File: config.mk
export PLATFORM = sky130hd
export DESIGN_NAME = mci_mcu_sram_ctrl
export DESIGN_NICKNAME = d
export VERILOG_FILES = /design/src/rtl/mci_sram_pkg.sv /design/src/rtl/mci_secded_39_32.sv /design/src/rtl/mci_mcu_sram_ctrl.sv
export SDC_FILE = /design/constraint.sdc
export NUM_CORES = 1
export LEC_CHECK = 0
export CORE_MARGIN = 2
export CORE_UTILIZATION = 53
export CTS_CLUSTER_DIAMETER = 120
export CTS_CLUSTER_SIZE = 28
export DETAILED_ROUTE_END_ITERATION = 10
export DONT_BUFFER_PORTS = 1
export GPL_TIMING_DRIVEN = 0
export PLACE_DENSITY = 0.64
export SLEW_MARGIN = 10
export SYNTH_ARGS = -nofsm -noshare
export SYNTH_HDL_FRONTEND = slang
export SYNTH_HIERARCHICAL = 1
export SYNTH_SLANG_ARGS = --single-unit
File: constraint.sdc
create_clock -name clk -period 12 [get_ports clk]
set_input_delay 1.8 -clock clk [delete_from_list [all_inputs] [get_ports clk]]
set_output_delay 1.8 -clock clk [all_outputs]
set_load 0.01 [all_outputs]
File: src/rtl/mci_sram_pkg.sv
// Purpose: shared types and SECDED(39,32) code definition for the MCU SRAM controller.
// Latency: n/a (constants, types and a combinational helper only).
// Backpressure: n/a.
package mci_sram_pkg;

    localparam int SECDED_DATA_W = 32;
    localparam int ECC_WIDTH     = 7;
    localparam int SECDED_CODE_W = SECDED_DATA_W + ECC_WIDTH;

    // Hsiao-style H-matrix: one column per data bit.
    // All columns are distinct weight-3 vectors and the check-bit columns are weight-1.
    // So a single error always leaves an odd-weight syndrome that matches exactly one
    // column. A double error leaves a non-zero even-weight syndrome that matches none.
    // Columns are the first 32 weight-3 vectors in lexicographic order of
    // their set-bit positions.
    localparam logic [ECC_WIDTH-1:0] H_COL [SECDED_DATA_W] = '{
        7'h07, 7'h0B, 7'h13, 7'h23, 7'h43, 7'h0D, 7'h15, 7'h25,
        7'h45, 7'h19, 7'h29, 7'h49, 7'h31, 7'h51, 7'h61, 7'h0E,
        7'h16, 7'h26, 7'h46, 7'h1A, 7'h2A, 7'h4A, 7'h32, 7'h52,
        7'h62, 7'h1C, 7'h2C, 7'h4C, 7'h34, 7'h54, 7'h64, 7'h38
    };

    typedef enum logic [1:0] {
        IDLE    = 2'd0,
        RD_WAIT = 2'd1,
        RMW_RD  = 2'd2,
        RMW_WR  = 2'd3
    } ctrl_state_e;

    typedef struct packed {
        logic                 sbe;
        logic                 dbe;
        logic [ECC_WIDTH-1:0] syndrome;
    } ecc_status_t;

    // Check bits for a data word: XOR of the H columns of every set data bit.
    function automatic logic [ECC_WIDTH-1:0] secded_check(input logic [SECDED_DATA_W-1:0] data);
        logic [ECC_WIDTH-1:0] chk;
        chk = '0;
        for (int i = 0; i < SECDED_DATA_W; i++) begin
            if (data[i]) chk ^= H_COL[i];
        end
        return chk;
    endfunction

endpackage

File: src/rtl/mci_secded_39_32.sv
// Purpose: SECDED(39,32) encoder plus decoder/corrector.
// Latency: purely combinational, 0 cycles.
// Backpressure: none; no state or handshake.
module mci_secded_39_32
    import mci_sram_pkg::*;
(
    input  logic [SECDED_DATA_W-1:0] enc_data,
    output logic [ECC_WIDTH-1:0]     enc_ecc,
    input  logic [SECDED_CODE_W-1:0] dec_code,
    output logic [SECDED_DATA_W-1:0] dec_data,
    output ecc_status_t              dec_status
);

    logic [ECC_WIDTH-1:0] syndrome;
    logic                 col_hit;
    logic                 chk_hit;

    assign enc_ecc  = secded_check(enc_data);
    assign syndrome = secded_check(dec_code[SECDED_DATA_W-1:0]) ^ dec_code[SECDED_CODE_W-1:SECDED_DATA_W];

    // Flip the data bit whose column matches the syndrome; classify the error.
    always_comb begin
        dec_data   = dec_code[SECDED_DATA_W-1:0];
        dec_status = '0;
        col_hit    = 1'b0;
        for (int i = 0; i < SECDED_DATA_W; i++) begin
            if (syndrome == H_COL[i]) begin
                dec_data[i] = ~dec_code[i];
                col_hit     = 1'b1;
            end
        end
        // A flipped check bit leaves the data intact but still counts as corrected.
        chk_hit             = $onehot(syndrome);
        dec_status.syndrome = syndrome;
        dec_status.sbe      = col_hit | chk_hit;
        dec_status.dbe      = (syndrome != '0) && !(col_hit | chk_hit);
    end

endmodule

File: src/rtl/mci_mcu_sram_ctrl.sv
// Purpose: CIF target controller for the ECC-protected MCU SRAM (read, full write, RMW partial write).
// Latency: read 2 cycles, partial write 2 cycles, full/zero-strobe/out-of-range 1 cycle.
// Backpressure: req_hold stalls the requester, who keeps req_* stable until hold drops.
module mci_mcu_sram_ctrl
    import mci_sram_pkg::*;
#(
    parameter int  SRAM_SIZE_KB = 512,
    parameter int  ADDR_WIDTH   = 32,
    parameter int  DATA_WIDTH   = 32,
    parameter int  ECC_WIDTH    = 7,
    localparam int SRAM_AW      = $clog2(SRAM_SIZE_KB * 256)
) (
    input  logic                            clk,
    input  logic                            rst,
    input  logic                            req_dv,
    input  logic [ADDR_WIDTH-1:0]           req_addr,
    input  logic                            req_write,
    input  logic [DATA_WIDTH-1:0]           req_wdata,
    input  logic [DATA_WIDTH/8-1:0]         req_wstrb,
    output logic                            req_hold,
    output logic [DATA_WIDTH-1:0]           req_rdata,
    output logic                            req_error,
    output logic                            sram_cs,
    output logic                            sram_we,
    output logic [SRAM_AW-1:0]              sram_addr,
    output logic [DATA_WIDTH+ECC_WIDTH-1:0] sram_wdata,
    input  logic [DATA_WIDTH+ECC_WIDTH-1:0] sram_rdata,
    output logic                            ecc_sbe_pulse,
    output logic                            ecc_dbe_pulse,
    output logic [15:0]                     sbe_count,
    input  logic                            sbe_count_clr
);

    if (DATA_WIDTH != 32) begin : g_bad_data_width
        $error("mci_mcu_sram_ctrl: only DATA_WIDTH == 32 is supported");
    end
    if (ECC_WIDTH != mci_sram_pkg::ECC_WIDTH) begin : g_bad_ecc_width
        $error("mci_mcu_sram_ctrl: ECC_WIDTH must match the SECDED(39,32) code");
    end
    if ((SRAM_SIZE_KB <= 0) || ((SRAM_SIZE_KB & (SRAM_SIZE_KB - 1)) != 0)) begin : g_bad_size
        $error("mci_mcu_sram_ctrl: SRAM_SIZE_KB must be a power of two");
    end

    localparam logic [ADDR_WIDTH:0] SRAM_BYTES = (ADDR_WIDTH + 1)'(SRAM_SIZE_KB * 1024);

    ctrl_state_e           state;
    ctrl_state_e           next_state;

    logic                  in_range;
    logic [SRAM_AW-1:0]    word_idx;
    logic                  merge_sel;
    logic [DATA_WIDTH-1:0] merged;
    logic [DATA_WIDTH-1:0] wr_data;
    logic [ECC_WIDTH-1:0]  wr_ecc;

    logic [DATA_WIDTH-1:0] rd_data;
    ecc_status_t           rd_status;

    logic [DATA_WIDTH-1:0] wr_dec_data;
    ecc_status_t           wr_dec_status;
    logic [ECC_WIDTH-1:0]  rd_enc_ecc;
    logic                  unused_dec;

    // Offset is base-stripped already; anything at or past the macro size is an error.
    assign in_range = ({1'b0, req_addr} < SRAM_BYTES);
    assign word_idx = req_addr[SRAM_AW+1:2];

    // Write path: only the encoder half of this instance is used.
    mci_secded_39_32 u_wr_ecc (
        .enc_data   (wr_data),
        .enc_ecc    (wr_ecc),
        .dec_code   ('0),
        .dec_data   (wr_dec_data),
        .dec_status (wr_dec_status)
    );

    // Read path: only the decoder half of this instance is used.
    mci_secded_39_32 u_rd_ecc (
        .enc_data   ('0),
        .enc_ecc    (rd_enc_ecc),
        .dec_code   (sram_rdata),
        .dec_data   (rd_data),
        .dec_status (rd_status)
    );

    assign unused_dec = ^{wr_dec_data, wr_dec_status, rd_enc_ecc};

    // Byte merge for partial writes: strobed bytes from the request, the rest from the corrected old word.
    always_comb begin
        merged = rd_data;
        for (int b = 0; b < DATA_WIDTH / 8; b++) begin
            if (req_wstrb[b]) merged[b*8 +: 8] = req_wdata[b*8 +: 8];
        end
    end

    assign wr_data    = merge_sel ? merged : req_wdata;
    assign sram_wdata = sram_we ? {wr_ecc, wr_data} : '0;
    assign sram_addr  = sram_cs ? word_idx : '0;

    // State register.
    always_ff @(posedge clk) begin
        if (rst) begin
            state <= IDLE;
        end else begin
            state <= next_state;
        end
    end

    // Next-state and request/SRAM outputs; everything is forced quiet while reset is asserted.
    always_comb begin
        next_state    = state;
        req_hold      = 1'b0;
        req_rdata     = '0;
        req_error     = 1'b0;
        sram_cs       = 1'b0;
        sram_we       = 1'b0;
        merge_sel     = 1'b0;
        ecc_sbe_pulse = 1'b0;
        ecc_dbe_pulse = 1'b0;

        case (state)
            IDLE: begin
                if (req_dv) begin
                    if (!in_range) begin
                        req_error = 1'b1;
                    end else if (!req_write) begin
                        req_hold   = 1'b1;
                        sram_cs    = 1'b1;
                        next_state = RD_WAIT;
                    end else if (req_wstrb == '1) begin
                        sram_cs = 1'b1;
                        sram_we = 1'b1;
                    end else if (req_wstrb != '0) begin
                        req_hold   = 1'b1;
                        sram_cs    = 1'b1;
                        next_state = RMW_RD;
                    end
                end
            end

            RD_WAIT: begin
                next_state = IDLE;
                if (rd_status.dbe) begin
                    req_error     = 1'b1;
                    req_rdata     = sram_rdata[DATA_WIDTH-1:0];
                    ecc_dbe_pulse = 1'b1;
                end else begin
                    req_rdata     = rd_data;
                    ecc_sbe_pulse = rd_status.sbe;
                end
            end

            RMW_RD: begin
                next_state = IDLE;
                if (rd_status.dbe) begin
                    // Never write back a word we cannot trust.
                    req_error     = 1'b1;
                    ecc_dbe_pulse = 1'b1;
                end else begin
                    // Writing the corrected merge also scrubs a single-bit error.
                    sram_cs       = 1'b1;
                    sram_we       = 1'b1;
                    merge_sel     = 1'b1;
                    ecc_sbe_pulse = rd_status.sbe;
                end
            end

            RMW_WR: begin
                next_state = IDLE;
            end

            default: begin
                next_state = IDLE;
            end
        endcase

        if (rst) begin
            next_state    = IDLE;
            req_hold      = 1'b0;
            req_rdata     = '0;
            req_error     = 1'b0;
            sram_cs       = 1'b0;
            sram_we       = 1'b0;
            merge_sel     = 1'b0;
            ecc_sbe_pulse = 1'b0;
            ecc_dbe_pulse = 1'b0;
        end
    end

    // Saturating corrected-error counter; a clear coinciding with an SBE leaves one count.
    always_ff @(posedge clk) begin
        if (rst) begin
            sbe_count <= '0;
        end else if (sbe_count_clr) begin
            sbe_count <= ecc_sbe_pulse ? 16'd1 : 16'd0;
        end else if (ecc_sbe_pulse && (sbe_count != 16'hFFFF)) begin
            sbe_count <= sbe_count + 16'd1;
        end
    end

    // The requester must keep its request up until the controller releases hold.
    a_req_held: assert property (@(posedge clk) disable iff (rst) (state != IDLE) |-> req_dv);

endmodule

After elaboration in Yosys (flattened, before gate mapping)
Cells that the tools add are included.
{"block": "totals", "reg_bits": 18, "latch_bits": 0, "ram_bits": 0, "mem_bits_ro": 0, "wordCells": 337, "mem_count": 0}
{"block": "op_classes", "n_addsub": 7, "multipliers": 0, "div_mod_pow": 0, "n_lt_le_gt_ge": 1, "n_eq_ne": 42, "shifts": 0, "mux": 179, "n_bitwise": 96, "reduce_logical": 10}
{"cell": "$mux 7", "n": 24}
{"cell": "$not 3->3", "n": 54}
{"cell": "$mux 32", "n": 4}
{"cell": "$mux 6", "n": 20}
{"cell": "$mux 1", "n": 94}
{"cell": "$eq 7x7->1 const B", "n": 12}
{"cell": "$eq 7x6->1 const B", "n": 10}
{"cell": "$mux 5", "n": 12}
{"cell": "$eq 7x5->1 const B", "n": 6}
{"cell": "$mux 39", "n": 1}
{"cell": "$lt 32x20->1 const B", "n": 1}
{"cell": "$mux 16", "n": 2}
{"cell": "$mux 8", "n": 4}
{"cell": "$not 1->1", "n": 32}
{"cell": "$mux 4", "n": 6}
{"cell": "$not 2->3", "n": 8}
{"cell": "$eq 7x4->1 const B", "n": 3}
{"cell": "$mux 17", "n": 1}
{"cell": "$add 16x1->16 const B", "n": 1}
{"cell": "$ne 16x16->1 const B", "n": 1}
{"cell": "$mux 2", "n": 5}
{"cell": "$eq 7x3->1 const B", "n": 1}
{"cell": "$reduce_bool 7->1", "n": 1}
{"cell": "$xor 7x7->7", "n": 1}
{"cell": "21 further kinds", "n": 31}

Longest topological paths before layout
Gate-level depths: netlist (run 1).
{"block": "depth", "ltp_word": 168, "depth_mapped": 31, "mapped_depth_nobuf": 28}

Hierarchy
Netlist (run 1), hierarchy kept.
{"mod": "mci_mcu_sram_ctrl", "instances": 1, "cells_per_inst": 330, "area_per_inst_um2": 2756.4, "seq_area_each_um2": 360.3}
{"mod": "mci_secded_39_32 (u_rd_ecc)", "instances": 1, "cells_per_inst": 310, "area_per_inst_um2": 2548.7, "seq_area_each_um2": 0.0}
{"mod": "mci_secded_39_32 (u_wr_ecc)", "instances": 1, "cells_per_inst": 281, "area_per_inst_um2": 2416.1, "seq_area_each_um2": 0.0}

Worst setup path after synthesis (run 1)
OpenSTA, ideal clock, no wires.
{"block": "synth_path", "path_type": "input port to output port", "startpoint": "input port sram_rdata[17]", "endpoint": "output port sram_wdata[32]", "arrival_time_ns": 7.928, "slack_ns": 2.272, "path_stages": 29, "cell_sequence": "xnor2_1 > xnor2_1 > xnor2_1 > xor2_1 > xnor2_1 > inv_1 > fa_1 > inv_1 > fa_1 > inv_1 > ha_1 > a21o_1 > fa_1 > o32a_1 > o221a_1 > nand4_2 > a31oi_1 > buf_6 > or3b_1 > buf_4 > nor2_4 > buf_4 > mux2_2 > xnor2_1 > xnor2_1 > xnor2_1 > xnor2_1 > xor2_1 > and2_1"}
{"element": "start, declared", "line": "mci_mcu_sram_ctrl.sv:27", "source": "input logic [DATA_WIDTH+ECC_WIDTH-1:0] sram_rdata,"}
{"element": "end, declared", "line": "mci_mcu_sram_ctrl.sv:26", "source": "output logic [DATA_WIDTH+ECC_WIDTH-1:0] sram_wdata,"}

==> metrics, run 1 <==
fin crit period=10.62 ns; pre-CTS WS=1.43 ns; max-cap viol count=0; pin count of the biggest net entering global routing=11; Die H=104 um; Setup crit end kind=output port; fin. max-slew vios=0; Post-Layout Cell Count=776; Syn Area/Cell=8.30 um^2; CP Max Fanout=10; Post-DP HPWL=15300 um; number of global-route vias before repair=4724; num rows=36; Detail Route Antenna Nets=0; cts hold-fix bufs=0; Total Routing Usage GR=31.6%; Vias=4791; r2r worst-path depth=8; grt ovf=0; Final period util=88.5%; slew margin rel.=49.2%; Setup CP Type=input port to output port; TritonCTS Buffers=3; Syn-to-layout area delta=4.18%; Max clock buf depth=2; clock root cell=clkbuf_8; TritonRoute pass-1 iters=5; vias per inst=6.17; Mapped Cells=639; Mapped Nets=766; Layout Utilization=56.8%; Tightest Pin Transition=0.756 ns; Reg clk slew, reported paths=0.07 ns; layout cells sized above 1=14.8%; synth warn=6; Pwr Density=274 nW/um^2; WL final=18000 um; I/O pins=222; Die X=104 um; RSZ-0062 raised after global routing=false; clock skew=0.00621 ns; critical path required time=10.20 ns; initial DRC count=333; status=finished clean; Setup WS post-layout=1.38 ns; initial core utilization=54.5%; Worst VDD drop=259 uV; Die Area=10800 um^2; clk_lat worst skew=0.26 ns; critical path launch point type=input port; cts repair resizes=0; IO Port Bufs=0; clock tree from TritonCTS=done; hold depth=2; setup TNS=0 ns; initial antenna violation count=0; Worst Hold Class=register to register; first-pass GRT wire length=27100 um; Net count, final=771; endpoints failing setup=0; Final Hold Viols=0; LEAKAGE=2.05 nW; setup bufs post-CTS=0; Post-Place Cells=772; WP data arrival=8.82 ns; drt drc=0; gpl congestion=0.986; fmax=0.0941 GHz; H-tree Lvls=1; DR WL/cell=23.2 um; CTS sink count=18; ANT cells=0; core box area=9730 um^2; Post-Synthesis Cell Area=5300 um^2
where the power goes:
part           leakage [nW]  switching (mW)  internal (mW)
sequential            0.145         0.00161         0.0608
combinational          1.88           0.798          0.599
clock                0.0288          0.0214         0.0292
total                  2.05           0.821          0.689
stage by stage:
step | area [um^2] | power (mW) | hold slack [ns]
3_5_place_dp | 5470 | 1.45 | 0.499
5_1_grt | 5520 | 1.61 | 0.568
4_1_cts | 5520 | 1.50 | 0.510
2_1_floorplan | 5300 | 1.17 | 0.469
6_report | 5520 | 1.51 | 0.514
3_3_place_gp | 5470 | 1.43 | 0.492
placed cells by master (no fill, tap or decap), types with 4 or more instances in the layout:
cell and n:
xnor2_1 108, nor2_1 65, xor2_1 50, mux2_2 35, mux2i_1 34, a22o_1 33, nand2_1 31, nand3_1 26
a21oi_1 18, dfxtp_1 18, nand4_1 13, o21ai_0 13, clkbuf_1 12, ha_1 12, inv_1 11, nor3_1 11
nor2b_4 9, nor2b_1 8, and2_1 8, and4_1 7, o31ai_1 7, buf_4 6, or4_1 6, or3_1 6
xnor3_1 5, inv_2 4, nor2_4 4, o21ai_1 4, and3_1 4, or2_2 4, clkbuf_8 4, buf_2 4
worst paths after layout:
kind | end | from | slack (ns)
max | sram_wdata[33] | sram_rdata[15] | 1.38
min reg2reg | state[0]$_SDFFE_PP0P_ | state[0]$_SDFFE_PP0P_ | 0.51
min | state[0]$_SDFFE_PP0P_ | state[0]$_SDFFE_PP0P_ | 0.51
max reg2reg | sbe_count[14]$_SDFFE_PP0P_ | state[0]$_SDFFE_PP0P_ | 9.91
routing by layer:
metal,wire (um),track usage [%]
met3,1670,7.14
met5,0,0
met1,7330,39.4
met2,8540,55.0
met4,444,7.82
sequential cells by signal (all words and copies together) (netlist names):
name       flops
sbe_count     16
state          2
worst max-delay path, stage by stage:
cell,delay [ns]
xor2_1,0.16
xnor2_2,0.54
xnor3_1,0.56
inv_2,0.14
fa_1,0.43
inv_1,0.07
fa_1,0.40
inv_1,0.07
ha_1,0.25
a21o_1,0.18
fa_1,0.46
o32a_1,0.37
o221a_1,0.24
nand4_2,0.13
a31oi_1,0.07
buf_6,0.17
or3b_1,0.37
buf_4,0.20
nor2_4,0.25
buf_4,0.23
mux2_2,0.38
xor2_1,0.18
xnor2_1,0.40
xnor2_1,0.16
xnor2_1,0.25
xnor2_1,0.15
and2_1,0.19
layout make-up:
type                       count  area, um^2
buffer                        29         175
fill                         926        4210
tap                          133         166
clock buffer                   4        55.1
sequential                    18         360
inverter                      15        56.3
multi-input combinational    577        4710
Power figures use the tool's default switching activity.
==> run 2, diff against run 1 <==
--- a/config.mk
+++ b/config.mk
@@ -5,6 +5,7 @@
 export SDC_FILE = /design/constraint.sdc
 export NUM_CORES = 1
 export LEC_CHECK = 0
+export ABC_AREA = 1
 export CORE_MARGIN = 2
 export CORE_UTILIZATION = 53
 export CTS_CLUSTER_DIAMETER = 120
@@ -13,6 +14,7 @@
 export DONT_BUFFER_PORTS = 1
 export GPL_TIMING_DRIVEN = 0
 export PLACE_DENSITY = 0.64
+export REMOVE_ABC_BUFFERS = 1
 export SLEW_MARGIN = 10
 export SYNTH_ARGS = -nofsm -noshare
 export SYNTH_HDL_FRONTEND = slang
==> run 2 against run 1 <==
- register-to-register slack better by 0.21 ns
- core utilization is 1.7 points lower
- first-iteration DRC count is 59% higher
- total power is 40% lower
- largest cell class unchanged
- largest power group unchanged
==> metrics, run 2 <==
Largest regs=sbe_count (16), state (2); CTS sink count=18; setup bufs post-CTS=0; Setup crit end kind=output port; commonest non-fill, non-tap cell in the layout=nand2_1; NetSw=0.536 mW; core box area=11000 um^2; Setup CP Type=input port to output port; Post-Synthesis Cell Area=6040 um^2; Total Routing Usage GR=30.1%; Detail Route Antenna Nets=0; initial core utilization=55.0%; max FFs per register=16; Fin Hold WS=0.562 ns; first-pass GRT wire length=30100 um; Post-Layout Cell Count=1141; Critical Path Most Common Cell=xnor2_1; cts hold-fix bufs=0; M1 GR Usage=38.9%; grt ovf=0; Die H=111 um; H-tree Lvls=1; Post-Place Cells=1133; Final period util=93.5%; crit-path max cell delay=0.57 ns; clock skew=0.00158 ns; crit path max-delay cell type=fa_1; Worst Hold Class=register to register; grt peak-use layer=met2; synth warn=6; Max clock buf depth=2; WL final=19400 um; critical path required time=10.20 ns; Largest Register=sbe_count; initial DRC count=528; cts repair resizes=0; Seq pwr share=6.6%; Post-DP HPWL=16400 um; gpl congestion=0.973; slew margin rel.=22.8%; status=finished clean; clock tree from TritonCTS=done; Sw Share=58.7%; Die Area=12300 um^2; Comb pwr share=85.2%; Int Power=0.377 mW; WP data arrival=9.41 ns; IO Port Bufs=0; max-cap viol count=0; fin crit period=11.21 ns; Pwr Density=151 nW/um^2; pin count of the biggest net entering global routing=63; Net count, final=1125; Tightest Pin Transition=1.16 ns; LEAKAGE=2.92 nW; commonest non-fill, non-tap cells in the layout=nand2_1 (220), nor2_1 (157), inv_1 (126), xor2_1 (77), xnor2_1 (77); initial antenna violation count=4; GR Util met2=53.0%; setup TNS=0 ns; Multi-input gate area=4890 um^2; DR WL/cell=17.0 um; layout cells sized above 1=11.4%; clk_lat worst skew=0.25 ns; fmax=0.0892 GHz; Reg clk slew, reported paths=0.05 ns; RSZ-0062 raised after global routing=false; num rows=38; Clk pwr share=8.2%; TritonRoute pass-1 iters=5; Vias=6040; clock root cell=clkbuf_16; fin. max-slew vios=0; critical path launch point type=input port; I/O pins=222; FF/Latch Area=360 um^2; met3 Use GR=4.05%; Mapped Cells=1033; Final Hold Viols=0; Worst VDD drop=158 uV; drt drc=0; TritonCTS Buffers=3; Filler cells=1231; Die X=111 um; endpoints failing setup=0; number of global-route vias before repair=5455; Syn Area/Cell=5.85 um^2; CP Max Fanout=62; vias per inst=5.29; Syn-to-layout area delta=0.145%
-- run 2: layout make-up --
cell class / instances / area share [%]
multi-input cells: 837 / 80.8
inverters: 136 / 8.44
well taps: 140 / 2.89
repair buffers: 2 / 0.248
clock buffers: 4 / 1.47
flip-flops and latches: 18 / 5.96
diodes: 4 / 0.165
-- run 2: per-stage QoR --
step / util, % / setup WS [ns] / total power, mW / cell area, um^2
2_1_floorplan: - / 0.451 / 0.677 / 5760
3_3_place_gp: 54.0 / -1.29 / 0.830 / 5930
3_5_place_dp: 54.2 / 0.811 / 0.837 / 5950
4_1_cts: 55.0 / 0.786 / 0.913 / 6040
5_1_grt: 55.1 / 0.166 / 1.02 / 6050
6_report: 55.1 / 0.786 / 0.912 / 6050
-- run 2: critical path, delay by kind of cell --
| family | cells | cell delay [ns] |
|---|---|---|
| fa+ha+maj | 4 | 1.80 |
| compound gates | 3 | 0.57 |
| simple gates | 13 | 2.41 |
| xor+xnor | 10 | 1.98 |
| buf+inv | 6 | 0.80 |
-- run 2: final timing paths --
check / slack [ns] / endpoint / from / cells past startpoint
min reg2reg: 0.56 / sbe_count[2]$_SDFFE_PP0P_ / sbe_count[2]$_SDFFE_PP0P_ / 2
min: 0.56 / sbe_count[2]$_SDFFE_PP0P_ / sbe_count[2]$_SDFFE_PP0P_ / 2
max reg2reg: 10.12 / sbe_count[0]$_SDFFE_PP0P_ / sbe_count[0]$_SDFFE_PP0P_ / 10
max: 0.79 / sram_wdata[32] / sram_rdata[4] / 36
-- run 2: power by group through the flow --
stage	logic, mW	clock network, mW	registers (mW)
CTS	0.777	0.0761	0.0598
floorplan	0.616	0	0.0611
finish	0.778	0.0747	0.0598
global route	0.878	0.0799	0.0598
global placement	0.769	0	0.0611
detailed placement	0.776	0	0.0611
-- run 2: layer usage --
| metal | share of wire (%) | wire length (um) |
|---|---|---|
| met5 | 0 | 0 |
| met4 | 2.1 | 404 |
| met3 | 6.5 | 1260 |
| met2 | 49 | 9470 |
| met1 | 43 | 8310 |
==> run 3, diff against run 2 <==
--- a/config.mk
+++ b/config.mk
@@ -5,7 +5,6 @@
 export SDC_FILE = /design/constraint.sdc
 export NUM_CORES = 1
 export LEC_CHECK = 0
-export ABC_AREA = 1
 export CORE_MARGIN = 2
 export CORE_UTILIZATION = 53
 export CTS_CLUSTER_DIAMETER = 120
==> run 3 against run 2 <==
- clock power fell by 42%
- global-route usage fell by 0.60 points
- sequential share of layout area increased by 0.73 points
- first-iteration DRC count down 24%
- critical path depth shrank 10
- combinational power increased by 90%
- count of clock-buffer cells in the layout fell by 1
- register-to-register slack lost 0.39 ns
==> metrics, run 3 (synthesis results as in run 1) <==
Die X=104 um; RSZ-0062 raised after global routing=false; pin count of the biggest net entering global routing=33; H-tree Lvls=1; LEAKAGE=1.97 nW; max FFs per register=16; fin. max-slew vios=0; cts hold-fix bufs=0; commonest non-fill, non-tap cells in the layout=xnor2_1 (108), nor2_1 (65), xor2_1 (50), mux2_2 (35), mux2i_1 (34); number of global-route vias before repair=4503; Filler cells=964; endpoints failing setup=0; status=finished clean; clock skew=0.00456 ns; cts repair resizes=0; drt drc=0; CTS sink count=18; IO Port Bufs=0; Post-Place Cells=745; CP Max Fanout=16; Setup CP Type=input port to output port; WL final=17000 um; Vias=4682; Layout Utilization=55.4%; vias per inst=6.26; core box area=9730 um^2; Final Hold Viols=0; fmax=0.0906 GHz; Pwr Density=294 nW/um^2; I/O pins=222; num rows=36; Largest regs=sbe_count (16), state (2); clk_lat worst skew=0.26 ns; clock tree from TritonCTS=done; first-pass GRT wire length=25700 um; initial DRC count=402; Setup WS post-layout=0.967 ns; critical path required time=10.20 ns; Post-Layout Cell Count=748; slew margin rel.=40.5%; Post-DP HPWL=14000 um; overall power=1.59 mW; setup TNS=0 ns; critical path launch point type=input port; r2r worst-path depth=7; TritonRoute pass-1 iters=4; grt ovf=0; WP data arrival=9.23 ns; ANT cells=0; Tightest Pin Transition=0.886 ns; clock root cell=clkbuf_8; commonest non-fill, non-tap cell in the layout=xnor2_1; Total Routing Usage GR=29.5%; initial core utilization=54.5%; Max clock buf depth=2; Die H=104 um; Final period util=91.9%; Setup crit end kind=output port; Net count, final=744; Detail Route Antenna Nets=0; pre-CTS WS=1.06 ns; Worst VDD drop=263 uV; Worst Hold Class=register to register; Largest Register=sbe_count; initial antenna violation count=0; Reg clk slew, reported paths=0.07 ns; setup bufs post-CTS=0; fin crit period=11.03 ns; hold depth=2; Die Area=10800 um^2; layout cells sized above 1=13.7%; Syn-to-layout area delta=1.75%; max-cap viol count=0; gpl congestion=0.926; DR WL/cell=22.7 um; TritonCTS Buffers=3
==> run 3: critical path, stage by stage <==
cell and delay, ns:
xor2_1 0.16, xnor2_2 0.48, xnor3_1 0.68, inv_2 0.18, fa_1 0.53, inv_1 0.05, fa_1 0.47, inv_1 0.04
ha_1 0.30, a21o_1 0.18, fa_1 0.50, nor2_1 0.05, nand3_1 0.11, o311ai_1 0.16, a2111oi_4 0.33, nand4_2 0.20
a31oi_4 0.63, or3b_1 0.57, nor2_4 0.18, mux2_2 0.35, xor2_1 0.18, xnor2_1 0.33, xnor2_1 0.13, xnor2_1 0.24
xnor2_1 0.16, and2_1 0.21
==> run 3: worst paths after layout <==
| path | start | end | slack [ns] |
|---|---|---|---|
| worst max register to register | state[1]$_SDFFE_PP0P_ | sbe_count[13]$_SDFFE_PP0P_ | 9.73 |
| worst max-delay path | sram_rdata[15] | sram_wdata[33] | 0.97 |
| worst min-delay path | state[0]$_SDFFE_PP0P_ | state[0]$_SDFFE_PP0P_ | 0.52 |
| worst min register to register | state[0]$_SDFFE_PP0P_ | state[0]$_SDFFE_PP0P_ | 0.52 |
==> run 3: final cells by class <==
type,instances,area [um^2],area share (%)
Multi-Input combinational cell,577,4730,87.6
Sequential cell,18,360,6.68
Tap cell,133,166,3.09
Inverter,15,56.3,1.04
Timing Repair Buffer,2,42.5,0.789
Clock buffer,3,41.3,0.765
==> run 3: metal layers <==
metal	vias to the layer above	GRT usage, %	share of wire, %
li1	2228	-	-
met1	2220	40.1	43
met2	218	49.3	48
met3	16	6.64	8.4
met4	0	3.47	1.0
met5	-	0	0
==> run 3: power by group <==
part           internal, mW  switching [mW]
logic                 0.660           0.821
registers            0.0608         0.00164
clock network        0.0224          0.0212
total                 0.744           0.844
==> run 3: stage by stage <==
stage	cell area [um^2]	hold WS, ns
6_report	5390	0.518
5_1_grt	5390	0.547
4_1_cts	5390	0.518
3_5_place_dp	5350	0.504
3_3_place_gp	5290	0.498
2_1_floorplan	5130	0.469
